<file path="src/rtl/sfx_scheduler.sv">
// rtl/sfx_scheduler.sv - sample ROM address scheduler for one music lane and N_REQ-1 effect lanes
//
// Purpose: shares one sample ROM address port between sound lanes. Lane 0 is
// looping background music, lanes 1..N_REQ-1 are one-shot effects. Sequences
// the codec init handshake, grants the highest requesting lane, steps the ROM
// address at the owning lane's own rate and reports one-shot completion.
//
// Ports:
//   i_clk          system clock
//   i_reset        synchronous reset, active-low
//   i_init_finish  codec init complete (level)
//   i_data_over    codec ready for next sample (level qualifier)
//   i_bgm_en       background music enable (level)
//   i_req          one-cycle trigger per effect lane (bit 0 ignored)
//   i_seg_start    first sample address per lane, lane i at [i*ADDR_W +: ADDR_W]
//   i_seg_end      last sample address per lane (inclusive)
//   i_rate_div     cycles-per-sample minus 1, per lane
//   o_init         codec init request
//   o_add          sample ROM address
//   o_playing      a lane currently owns o_add
//   o_active_id    lane owning o_add
//   o_done         one-cycle pulse on natural completion of a one-shot
module sfx_scheduler #(
  parameter int N_REQ  = 4,
  parameter int ADDR_W = 17,
  parameter int DIV_W  = 16,
  localparam int ID_W  = $clog2(N_REQ)
) (
  input  logic                    i_clk,
  input  logic                    i_reset,
  input  logic                    i_init_finish,
  input  logic                    i_data_over,
  input  logic                    i_bgm_en,
  input  logic [N_REQ-1:0]        i_req,
  input  logic [N_REQ*ADDR_W-1:0] i_seg_start,
  input  logic [N_REQ*ADDR_W-1:0] i_seg_end,
  input  logic [N_REQ*DIV_W-1:0]  i_rate_div,
  output logic                    o_init,
  output logic [ADDR_W-1:0]       o_add,
  output logic                    o_playing,
  output logic [ID_W-1:0]         o_active_id,
  output logic [N_REQ-1:0]        o_done
);

  typedef enum logic [1:0] {S_WAIT_INIT, S_IDLE, S_PLAY} state_t;

  state_t            r_state;
  state_t            w_state_next;
  logic              r_init;
  logic              r_playing;
  logic [ADDR_W-1:0] r_add;
  logic [ADDR_W-1:0] r_bgm_ptr;
  logic [ID_W-1:0]   r_active;
  logic [DIV_W-1:0]  r_div_cnt;
  logic [N_REQ-1:0]  r_pending;
  logic [N_REQ-1:0]  r_done;

  logic [ADDR_W-1:0] w_start [N_REQ];
  logic [ADDR_W-1:0] w_end   [N_REQ];
  logic [DIV_W-1:0]  w_div   [N_REQ];
  logic [N_REQ-1:0]  w_reqs;
  logic [N_REQ-1:0]  w_req_in;
  logic [N_REQ-1:0]  w_clr;
  logic              w_hi_valid;
  logic [ID_W-1:0]   w_hi_idx;
  logic              w_grant;
  logic              w_tick;
  logic              w_advance;
  logic              w_last;
  logic              w_bgm_act;
  logic              w_stop_bgm;
  logic              w_oneshot_end;

  always_comb begin
    for (int i = 0; i < N_REQ; i++) begin
      w_start[i] = i_seg_start[i*ADDR_W +: ADDR_W];
      w_end[i]   = i_seg_end[i*ADDR_W +: ADDR_W];
      w_div[i]   = i_rate_div[i*DIV_W +: DIV_W];
    end
  end

  // Lane 0 never latches a trigger; it requests for as long as music is enabled.
  assign w_req_in = i_req & {{(N_REQ-1){1'b1}}, 1'b0};
  assign w_reqs   = {r_pending[N_REQ-1:1], i_bgm_en};

  // Highest index wins: later iterations overwrite earlier ones.
  always_comb begin
    w_hi_valid = 1'b0;
    w_hi_idx   = '0;
    for (int i = 0; i < N_REQ; i++) begin
      if (w_reqs[i]) begin
        w_hi_valid = 1'b1;
        w_hi_idx   = ID_W'(i);
      end
    end
  end

  always_comb begin
    w_bgm_act     = (r_active == '0);
    w_tick        = (r_div_cnt == w_div[r_active]);
    w_advance     = (r_state == S_PLAY) && w_tick && i_data_over;
    // ">=" also covers segments whose end lies before their start: one sample only.
    w_last        = (r_add >= w_end[r_active]) || (r_add == '1);
    w_stop_bgm    = (r_state == S_PLAY) && w_bgm_act && !i_bgm_en;
    w_oneshot_end = w_advance && w_last && !w_bgm_act;
    w_grant       = 1'b0;
    if (r_state == S_IDLE) begin
      w_grant = w_hi_valid;
    end else if (r_state == S_PLAY) begin
      // Preempt by a higher lane, or restart the active lane on its own retrigger.
      w_grant = w_hi_valid && ((w_hi_idx > r_active) || r_pending[r_active]);
    end
    w_clr = '0;
    if (w_grant) begin
      w_clr[w_hi_idx] = 1'b1;
    end
  end

  always_comb begin
    w_state_next = r_state;
    case (r_state)
      S_WAIT_INIT: if (i_init_finish) w_state_next = S_IDLE;
      S_IDLE:      if (w_grant) w_state_next = S_PLAY;
      S_PLAY: begin
        if (w_grant) begin
          w_state_next = S_PLAY;
        end else if (w_stop_bgm || w_oneshot_end) begin
          w_state_next = S_IDLE;
        end
      end
      default:     w_state_next = S_WAIT_INIT;
    endcase
  end

  always_ff @(posedge i_clk) begin
    if (!i_reset) begin
      r_state <= S_WAIT_INIT;
    end else begin
      r_state <= w_state_next;
    end
  end

  always_ff @(posedge i_clk) begin
    if (!i_reset) begin
      r_init    <= 1'b0;
      r_playing <= 1'b0;
      r_add     <= '0;
      r_active  <= '0;
      r_div_cnt <= '0;
      r_pending <= '0;
      r_done    <= '0;
      r_bgm_ptr <= w_start[0];
    end else begin
      r_init    <= 1'b1;
      r_done    <= '0;
      r_pending <= (r_pending & ~w_clr) | w_req_in;
      if (w_grant) begin
        r_active  <= w_hi_idx;
        r_add     <= (w_hi_idx == '0) ? r_bgm_ptr : w_start[w_hi_idx];
        r_playing <= 1'b1;
        r_div_cnt <= '0;
      end else if (r_state == S_PLAY) begin
        if (w_stop_bgm) begin
          r_playing <= 1'b0;
        end else begin
          r_div_cnt <= w_tick ? '0 : r_div_cnt + 1'b1;
          if (w_advance) begin
            if (!w_last) begin
              r_add <= r_add + 1'b1;
            end else if (w_bgm_act) begin
              r_add <= w_start[0];
            end else begin
              r_done[r_active] <= 1'b1;
              r_playing        <= 1'b0;
            end
          end
        end
      end
      // While music is disabled the resume point tracks the segment start, so a
      // falling enable rewinds the music; a preempted music lane keeps its place.
      if (!i_bgm_en) begin
        r_bgm_ptr <= w_start[0];
      end else if (w_grant && (r_state == S_PLAY) && w_bgm_act && (w_hi_idx != '0)) begin
        r_bgm_ptr <= r_add;
      end
    end
  end

  assign o_init      = r_init;
  assign o_add       = r_add;
  assign o_playing   = r_playing;
  assign o_active_id = r_active;
  assign o_done      = r_done;

endmodule

</file>
<file path="config.mk">
export PLATFORM = sky130hd
export DESIGN_NAME = sfx_scheduler
export DESIGN_NICKNAME = d
export VERILOG_FILES = /design/src/rtl/sfx_scheduler.sv
export SDC_FILE = /design/constraint.sdc
export NUM_CORES = 1
export LEC_CHECK = 0
export CORE_MARGIN = 4
export CORE_UTILIZATION = 34
export CTS_CLUSTER_SIZE = 25
export DETAILED_ROUTE_END_ITERATION = 8
export DONT_BUFFER_PORTS = 1
export HOLD_SLACK_MARGIN = 0.15
export PLACE_DENSITY = 0.49
export SYNTH_ARGS = -nofsm -noshare
export SYNTH_HDL_FRONTEND = slang
export SYNTH_SLANG_ARGS = --single-unit
export TNS_END_PERCENT = 5
</file>
<file path="constraint.sdc">
create_clock -name i_clk -period 4.17 [get_ports i_clk]
set_input_delay 1.251 -clock i_clk [delete_from_list [all_inputs] [get_ports i_clk]]
set_output_delay 1.251 -clock i_clk [all_outputs]
set_load 0.1 [all_outputs]
</file>
==> impl_metrics.ini <==
[clock_network]
post_cts_buffers = 0
cts_tree = done
cts.reportedPaths.clkPinSlew_ns = 0.07
htree_levels = 3
clock_sinks = 64
hold_buffers = 0
numCtsBuffers = 9
insertion_delay_ns = 0.35
root_buffer = clkbuf_16
cts_resized = 0
clock_path_buffers = 2

[sta]
rsz0062_at_grt = false
setup_tns_ns = 0
fin_crit_ns = 3.54
hold_slack_ns = 0.461
slew-limit-headroom_pct = 31.9
tightest_slew_ns = 1.02
fin_crit_sh_pct = 84.8
fin_ws_ns = 0.635
slew_violations = 0
skew_ns = 0.00943
max_freq_mhz = 283
hold_viol = 0
finalSetupViolations = 0

[synth]
postSynthAreaPerCell_sq_um = 9.27
synth_area_leaders = dfxtp_1, mux4_2, edfxtp_1
synth_top_area_share_pct = 17.9
synthCells = 567
synth_area_sq_um = 5260
syn_nets = 798
synth_ff_type = dfxtp_1
async_flop_share_pct = 0
ys_seq_area_share_pct = 27.6
ys_types = 57
synth_edf_count = 17
yosys.area.top_type = dfxtp_1
ys_warn_count = 0
ys_seq_elements = 64

[power]
powerDensity_nw_per_um2 = 576
total_power_mw = 3.37
ir_worst_vdd_mv = 0.375
p_leak_nw = 2.30

[hold_path]
hp-class = reg2reg

[route]
wire_per_inst_um = 22.2
drt-total-wl_um = 17000
drtIter0Drc = 282
vias = 4449
viasPerCell = 5.82
postRouteAntennaNets = 0
first_pass_iters = 5
drcViolationCount = 0

[floorplanning]
dieArea_sq_um = 17500
core_area_sq_um = 15100
pin_count = 234
num_rows = 45
die_h_um = 132
initial_core_util_pct = 34.7
die_w_um = 132

[critical_path]
cp_max_fo = 34
crit_type = reg2reg
path_cells = mux4_2 > inv_1 > ha_1 > a211oi_1 > o21ai_0 > a21o_1 > o22ai_2 > o211a_4 > a211oi_2 > a2111oi_1
cp-end-kind = register
max_stage_delay_ns = 0.74
cp-start-kind = register
required_ns = 4.40
cp.arrival_ns = 3.77
slowest_stage = dfxtp_4

[layout]
diodes = 0
design_area_sq_um = 5850
fin_cells = 764
final_layout_size_suffix_gt1_share_pct = 19.1
nets = 802
area_delta_synth_final_pct = 11.4
final_util_pct = 38.6

[place]
port_buffers = 0
globalplace.congestion = 0.848
pre_cts_ws_ns = 0.277
dp_hpwl_um = 13400
dp_cells = 748
placed_area_sq_um = 5560

[grt]
grt-ovfl-total = 0
grt_pass1_wl_um = 25900
grt_max_degree = 39
grt_usage_pct = 19.0
first_global_vias = 4483
antenna_found_initial = 0

[job]
maxCapViolCount = 0

[run_status]
outcome = complete, no violations
-- worst max-delay path: cells and delay by family, from the launching register on --
kind / cells / cell delay [ns]
fa+ha+maj: 1 / 0.23
flops: 1 / 0.74
compound gates: 7 / 1.73
mux: 1 / 0.59
buf+inv: 1 / 0.08
-- placed cells by master (no fill, tap or decap), types with 15 or more instances in the layout --
| master | netlist | final |
|---|---|---|
| a21oi_1 | 38 | 38 |
| inv_1 | 23 | 23 |
| ha_1 | 22 | 22 |
| nor2_1 | 72 | 72 |
| xnor2_1 | 21 | 21 |
| dfxtp_1 | 47 | 45 |
| a31oi_1 | 15 | 15 |
| mux4_2 | 29 | 29 |
| o21ai_0 | 26 | 26 |
| mux2i_1 | 33 | 33 |
| nand3_1 | 15 | 15 |
| nand2_1 | 32 | 32 |
| buf_4 | 0 | 32 |
| edfxtp_1 | 17 | 17 |
| mux2_2 | 18 | 18 |
| and3_1 | 17 | 17 |
-- metal layers --
metal / GRT usage (%) / vias up / routed length [um]
met3: 6.68 / 24 / 1490
met4: 5.20 / 0 / 275
met1: 23.2 / 2113 / 6830
li1: - / 2138 / -
met2: 31.7 / 174 / 8380
met5: 0 / - / 0
-- report_power, final --
group	internal, mW	switching (mW)	leakage, nW	total [mW]
registers	0.745	0.147	0.563	0.891
logic	0.618	1.10	1.58	1.72
clock network	0.445	0.320	0.149	0.765
total	1.81	1.56	2.30	3.37
-- state kept, by name, indices dropped and copies added (netlist names) --
name	count
o_playing	1
o_init	1
r_pending	4
o_active_id	2
o_add	17
o_done	4
r_div_cnt	16
r_state	2
r_bgm_ptr	17
-- cell usage after synthesis (all sizes together) (13+ instances only) --
cell type,number
nor2,72
dfxtp,47
a21oi,38
mux2i,33
mux4,33
nand2,32
o21ai,29
clkbuf,26
inv,23
ha,22
xnor2,22
mux2,18
and3,17
edfxtp,17
a31oi,15
nand3,15
buf,13
-- cell type report --
cell class              instances  area, sq um
clock buffers                  10          250
clock inverters                 6         46.3
fillers                      1538         9290
inverters                      23         86.3
multi-input cells             441         3540
flip-flops and latches         64         1460
well taps                     188          235
repair buffers                 32          240
-- worst paths after layout --
check / from / end / slack, ns / cells past startpoint
worst min register to register: r_pending[0]$_SDFF_PN0_ / r_pending[0]$_SDFF_PN0_ / 0.46 / 1
worst max-delay path: o_active_id[0]$_SDFFE_PN0N_ / o_add[7]$_SDFFE_PN0P_ / 0.63 / 10
worst min-delay path: r_pending[0]$_SDFF_PN0_ / r_pending[0]$_SDFF_PN0_ / 0.46 / 1
worst max register to register: o_active_id[0]$_SDFFE_PN0N_ / o_add[7]$_SDFFE_PN0P_ / 0.63 / 10
-- logic make-up (layout without fill, tap and decap cells) --
kind of cell | count (synthesis) | after routing | share of synthesized area, %
AO/OA/AOI/OAI | 129 | 129 | 16.0
AND/OR/NAND/NOR | 174 | 174 | 16.0
multiplexers | 84 | 84 | 24.6
flip-flops | 64 | 64 | 27.6
buffers and inverters | 62 | 71 | 5.14
adder cells (fa/ha/maj) | 22 | 22 | 5.24
other | 1 | 1 | 0.0714
XOR/XNOR | 31 | 31 | 5.31
(Power assumes the default switching activity.)
